`src/rtl/pipe_hazard_unit.sv`:
```
// pipe_hazard_unit: scoreboard of in-flight destination tags for a pipelined
// CPU. It drives operand forwarding selects, the load-use stall and the
// taken-branch flush for the instruction in ID, and counts stall and flush cycles.
module pipe_hazard_unit #(
   parameter int ASIZE      = 5,
   parameter int STAGES     = 3,
   parameter int LOAD_READY = 2,
   parameter int CNT_W      = 16,
   localparam int FW        = $clog2(STAGES + 1)
) (
   input  logic             clk,
   input  logic             rst,
   input  logic             id_valid,
   input  logic [ASIZE-1:0] id_rs,
   input  logic [ASIZE-1:0] id_rt,
   input  logic             id_use_rt,
   input  logic [ASIZE-1:0] id_waddr,
   input  logic             id_wen,
   input  logic             id_memread,
   input  logic             ex_branch_taken,
   output logic             stall,
   output logic             flush,
   output logic [FW-1:0]    fwd_a,
   output logic [FW-1:0]    fwd_b,
   output logic [CNT_W-1:0] stall_cnt,
   output logic [CNT_W-1:0] flush_cnt
);

   typedef struct packed {
      logic             valid;
      logic [ASIZE-1:0] waddr;
      logic             wen;
      logic             memread;
   } tag_t;

   // tags[j] describes the instruction currently in post-ID stage j (1 = EX).
   tag_t tags [1:STAGES];

   logic [FW-1:0] hit_a, hit_b;   // stage index of the youngest match, 0 = none
   logic          load_a, load_b; // that youngest match is a load
   logic          hazard_a, hazard_b;
   logic          advance;        // ID instruction moves into EX this clock

   // Youngest-match search per source operand: scan oldest to youngest so the
   // smallest stage index is the last one written.
   always_comb begin
      // NOTE: every variable gets a default before the loop so no path leaves
      // it unassigned; otherwise synthesis would infer a latch.
      hit_a  = '0;
      hit_b  = '0;
      load_a = 1'b0;
      load_b = 1'b0;
      for (int j = STAGES; j >= 1; j--) begin
         if (tags[j].valid && tags[j].wen && tags[j].waddr == id_rs && id_rs != '0) begin
            hit_a  = FW'(j);
            load_a = tags[j].memread;
         end
         if (tags[j].valid && tags[j].wen && tags[j].waddr == id_rt && id_rt != '0) begin
            hit_b  = FW'(j);
            load_b = tags[j].memread;
         end
      end
      // rs is a source whenever ID is valid; rt only when the opcode uses it.
      if (!id_valid) begin
         hit_a  = '0;
         load_a = 1'b0;
      end
      if (!(id_valid && id_use_rt)) begin
         hit_b  = '0;
         load_b = 1'b0;
      end
   end

   // Hazard decode: branch squash beats load-use stall; both forced low in reset.
   always_comb begin
      hazard_a = load_a && (hit_a != '0) && (hit_a < FW'(LOAD_READY));
      hazard_b = load_b && (hit_b != '0) && (hit_b < FW'(LOAD_READY));
      flush    = rst && ex_branch_taken;
      stall    = rst && id_valid && !flush && (hazard_a || hazard_b);
      advance  = id_valid && !stall && !flush;
   end

   // Tag pipeline: shift one stage per clock, bubble in when ID does not advance.
   always_ff @(posedge clk or negedge rst) begin
      if (!rst) begin
         // NOTE: the tag array is only STAGES entries and its valid bits gate
         // every hazard decision, so it is cleared by reset like any register.
         for (int j = 1; j <= STAGES; j++) begin
            tags[j] <= '0;
         end
      end else begin
         // NOTE: non-blocking assignments make every stage read the previous
         // stage's old value, which is what a shift register requires.
         tags[1] <= advance ? '{valid: 1'b1, waddr: id_waddr, wen: id_wen,
                                memread: id_memread} : '0;
         for (int j = 2; j <= STAGES; j++) begin
            tags[j] <= tags[j-1];
         end
      end
   end

   // Forwarding selects, registered so they are valid during the consumer's EX.
   always_ff @(posedge clk or negedge rst) begin
      if (!rst) begin
         fwd_a <= '0;
         fwd_b <= '0;
      end else if (advance) begin
         fwd_a <= hit_a;
         fwd_b <= hit_b;
      end else begin
         fwd_a <= '0;
         fwd_b <= '0;
      end
   end

   // Saturating performance counters for stall and flush cycles.
   always_ff @(posedge clk or negedge rst) begin
      if (!rst) begin
         stall_cnt <= '0;
         flush_cnt <= '0;
      end else begin
         if (stall && stall_cnt != '1) stall_cnt <= stall_cnt + 1'b1;
         if (flush && flush_cnt != '1) flush_cnt <= flush_cnt + 1'b1;
      end
   end

endmodule
```
`config.mk`:
```
export PLATFORM = sky130hd
export DESIGN_NAME = pipe_hazard_unit
export DESIGN_NICKNAME = d
export VERILOG_FILES = /design/src/rtl/pipe_hazard_unit.sv
export SDC_FILE = /design/constraint.sdc
export NUM_CORES = 1
export LEC_CHECK = 0
export CAP_MARGIN = 0
export CORE_ASPECT_RATIO = 1.4
export CORE_MARGIN = 3
export CORE_UTILIZATION = 25
export CTS_CLUSTER_SIZE = 14
export DETAILED_ROUTE_END_ITERATION = 7
export DONT_BUFFER_PORTS = 1
export PLACE_DENSITY_LB_ADDON = 0.3
export SLEW_MARGIN = 25
export SYNTH_ARGS = -nofsm -noshare
export SYNTH_HDL_FRONTEND = slang
export SYNTH_SLANG_ARGS = --single-unit
```
`constraint.sdc`:
```
create_clock -name clk -period 3.99 [get_ports clk]
set_input_delay 0.9975 -clock clk [delete_from_list [all_inputs] [get_ports clk]]
set_output_delay 0.9975 -clock clk [all_outputs]
set_load 0.005 [all_outputs]
```
* Word-level counts from Yosys, hierarchy flattened
Index checks and enable logic that the tools add are counted.
** Word-level totals
- Bits in writable memories :: 0
- Register bits :: 60
- Latch bits :: 0
- Bits in read-only memories :: 0
- Bits of input ports :: 22
- Memories :: 0
** Operators by class
- Reductions and logical operators :: 35
- Divide/modulo/power cells :: 0
- Multiplexer cells :: 19
- $mul :: 0
- Bitwise logic cells :: 0
- Order comparisons :: 2
- Eq/ne operators :: 8
- Add/sub/neg operators :: 2
- Shift-type cells :: 0
** Operator list (count)
- adder 16 x 1 -> 16 bit, second input constant :: 2
- != test 16 bit, second input constant :: 2
- equality test 5 bit :: 6
- logical AND 1 bit :: 28
- 2-to-1 mux 2 bit :: 10
- nonzero test 5 bit :: 2
- 2-to-1 mux 1 bit :: 8
- 2-to-1 mux 8 bit :: 1
- less-than comparator 2 bit, second input constant :: 2
- nonzero test 2 bit :: 2
- zero test 1 bit :: 2
- logical OR 1 bit :: 1

* Logic depth before layout (Yosys ltp)
- Depth in word-level cells :: 16
- Gate-level depth with buffers :: 8

* Worst setup path before layout
Ideal clock, no wire load.
- Path kind :: input to output
- Start point :: input id_rs[0]
- End point :: output stall
- Stages :: 5
- Slack :: 1.067 ns
- Arrival :: 1.926 ns
- Buffers on the path :: 0
- Data required time :: 2.993 ns
- Cells stage by stage :: or4_4 > nor2_4 > nor3_2 > nor2_2 > nor2_1
** Between the ends
- Word-level cells in the longest chain between the ends :: 12
- Elaborated cells on any way between the ends :: 24
** Ends and longest elaborated chain
- start, declared :: line 14 : input logic [ASIZE-1:0] id_rs,
- branches (longest 9 deep; another with less-than comparator 2 bit)
- logical AND 1 bit * :: line 76 : hazard_a = load_a && (hit_a != '0) && (hit_a < FW'(LOAD_READY));
- logical OR 1 bit * :: line 79 : stall = rst && id_valid && !flush && (hazard_a || hazard_b);
- logical AND 1 bit * :: line 79
- end, declared :: line 21 : output logic stall,
Every way passes the cells marked *.

* Final worst setup path
- Start point :: input id_rs[4]
- End point :: output stall
Same word-level chain as after synthesis.

==> flow_summary.ini <==
[drt]
drtAntennaViolNets = 0
viasPerCell = 4.37
drtIter0Drc = 52
firstDrtPassIters = 4
via_count = 1731
routedWlPerCell_um = 15.3
wl_um = 6040
drc = 0

[sta]
setup-tns-final_ns = 0
finalCritPeriodShare_pct = 75.8
max_freq_mhz = 331
rsz0062_at_grt = false
slew_headroom_pct = 61.4
final-hold-violation-count = 0
tightest_slew_ns = 0.575
setup_viol = 0
fin_worst_skew_ns = 0.00500
worst_slack_ns = 0.967
min_period_ns = 3.02
maxSlewViolCount = 0

[power]
p_sw_share_pct = 21.3
p_clk_share_pct = 54.1
p_per_area_nw_per_um2 = 515
p_comb_share_pct = 5.3
power_frac_seq_pct = 40.5
total_leakage_power_nw = 1.39
switchingPower_uw = 356
ir_drop_mv = 0.288
intPower_mw = 1.32

[logic_synthesis]
synth.most_common_cell = dfrtp_1
yosysUniqueCellTypes = 34
synth_area_per_cell_um2 = 11.3
synth_seq_cells = 58
synth_area_um2 = 2730
yosys_warnings = 0
yosysTopAreaCellShare_pct = 53.2
async_flop_share_pct = 100
yosysTopAreaCell = dfrtp_1
synth_edf_count = 0
synthFlopType = dfrtp_1
synth_top_cells_by_count = dfrtp_1, xnor2_1, nand2_1, nand3_1, xor2_1
ys_top_cells_by_area = dfrtp_1, xnor2_1, xor2_1
synth_seq_area_share_pct = 53.2
synth_cells = 241
synth_nets = 265

[clock_network]
cts_buffer_depth = 2
clk_pin_slew_worst_paths_ns = 0.05
cts_resized = 0
ctsRootBufferMaster = clkbuf_16
cts.sink_count = 58
post_cts_buffers = 0
cts_buffers = 9
cts_hold_buffers = 0
clock_latency_ns = 0.33
htreeDepth = 3
cts_tree = yes

[critical_path]
crit_arrival_ns = 2.03
worstPathRequired_ns = 2.99
crit_buf_inv = 0
r2r_cells = 6
crit_path_max_fanout = 4
r2r_end = stall_cnt[11]$_DFFE_PN0P_
cp_top_family = simple AND/OR/NAND/NOR gates
critPathSlowestCell = nor3_2
rrSetupSlack_ns = 1.95
worstPathCellList = xnor2_1 > nand4_1 > nor3_2 > nor2_2 > nor2_1
max_stage_delay_ns = 0.35
rr_startpoint = tags[22]$_DFF_PN0_
path_class = input port to output pin
end_kind = output pin
path_depth = 5
start_kind = input port

[job]
cap_violations = 0

[grt]
gr-total-overflow = 0
grt_max_degree = 61
antenna_found_initial = 2
grt_pass1_vias = 1899
grt_pass1_wl_um = 9800
grt_use_total_pct = 10.8

[finish]
fin_nets = 275
final_area_um2 = 3250
area_growth_pct = 19.0
drive_above_1_share_pct = 12.9
n_fill_cell = 1081

[placement]
dp_hpwl_um = 4520
place_congestion = 0.772
post-place-ws_ns = 0.958
io_buffers = 0
placed_cell_area_um2 = 2890

[floorplanning]
row_count = 44
die_w_um = 94.3
ios = 60
start_util_pct = 26.0
dieArea_um2 = 12200
die_y_um = 130
core_um2 = 10500

[run_status]
status = completed

[hold_path]
hp-class = input port to asynchronous set/reset pin
[state kept, by name, indices dropped and copies added (netlist names)]
signal and count:
flush_cnt 16, fwd_a 2, fwd_b 2, stall_cnt 16, tags 22
[power groups by stage]
stage	combinational, mW	sequential (mW)	clock [mW]
floorplan	0.0759	0.676	0
global placement	0.0882	0.688	0
detailed placement	0.0899	0.688	0
CTS	0.0904	0.679	0.934
global route	0.102	0.686	0.958
finish	0.0889	0.679	0.906
[stage by stage]
stage	util [%]	total power [mW]	hold slack [ns]	cells
floorplan	-	0.752	0.354	241
global placement	27.5	0.777	0.363	378
detailed placement	27.5	0.778	0.361	378
CTS	30.8	1.70	0.349	394
global route	30.9	1.75	0.350	395
finish	30.9	1.67	0.364	396
[routing by layer]
layer | vias up | wire [um] | global-route usage (%)
met5 | - | 0 | 0
met4 | 0 | 172 | 7.48
met3 | 13 | 431 | 3.95
met2 | 40 | 3180 | 18.4
met1 | 842 | 2250 | 10.8
li1 | 836 | - | -
[kinds of logic (layout without fill, tap and decap cells)]
| kind of cell | after synthesis | after routing | synth area share (%) |
|---|---|---|---|
| flip-flops | 58 | 58 | 53.2 |
| adder cells (fa/ha/maj) | 2 | 2 | 0.917 |
| AO/OA/AOI/OAI | 5 | 5 | 2.06 |
| buffers and inverters | 11 | 26 | 1.79 |
| AND/OR/NAND/NOR | 104 | 104 | 22.3 |
| multiplexers | 2 | 2 | 0.779 |
| other | 0 | 2 | 0 |
| XOR/XNOR | 59 | 59 | 18.9 |
[how the worst max path moves through the flow]
stage | from | slack, ns | to
detailed placement | id_rs[0] | 0.96 | stall
floorplan | id_rs[0] | 1.07 | stall
global route | id_rs[4] | 0.91 | stall
global placement | id_rs[0] | 0.95 | stall
CTS | id_rs[3] | 0.96 | stall
finish | id_rs[4] | 0.97 | stall
[layout make-up]
cell class                 instances  area (um^2)  share of cell area (%)
tap                              138          173                    5.32
multi-input combinational        172         1230                    37.8
clock buffer                      11          253                    7.78
sequential                        58         1450                    44.7
inverter                          10         37.5                    1.16
antenna                            2         5.00                   0.154
clock inverter                     5          100                    3.08
[cells in the final DEF (no fill, tap or decap), types with 3 or more instances in the layout]
master     Yosys  routed
clkbuf_16      0       9
xnor2_1       43      43
nor3_2         5       5
inv_1          9       9
xor2_1        16      16
and3_1         7       7
and2_1         7       7
nand3_1       17      17
nand4_1        8       8
dfrtp_1       58      58
nand2_1       20      20
bufinv_16      0       3
nor3_1        12      12
nor2_1        10      10
Note: power is estimated with default switching activity, not from simulation.
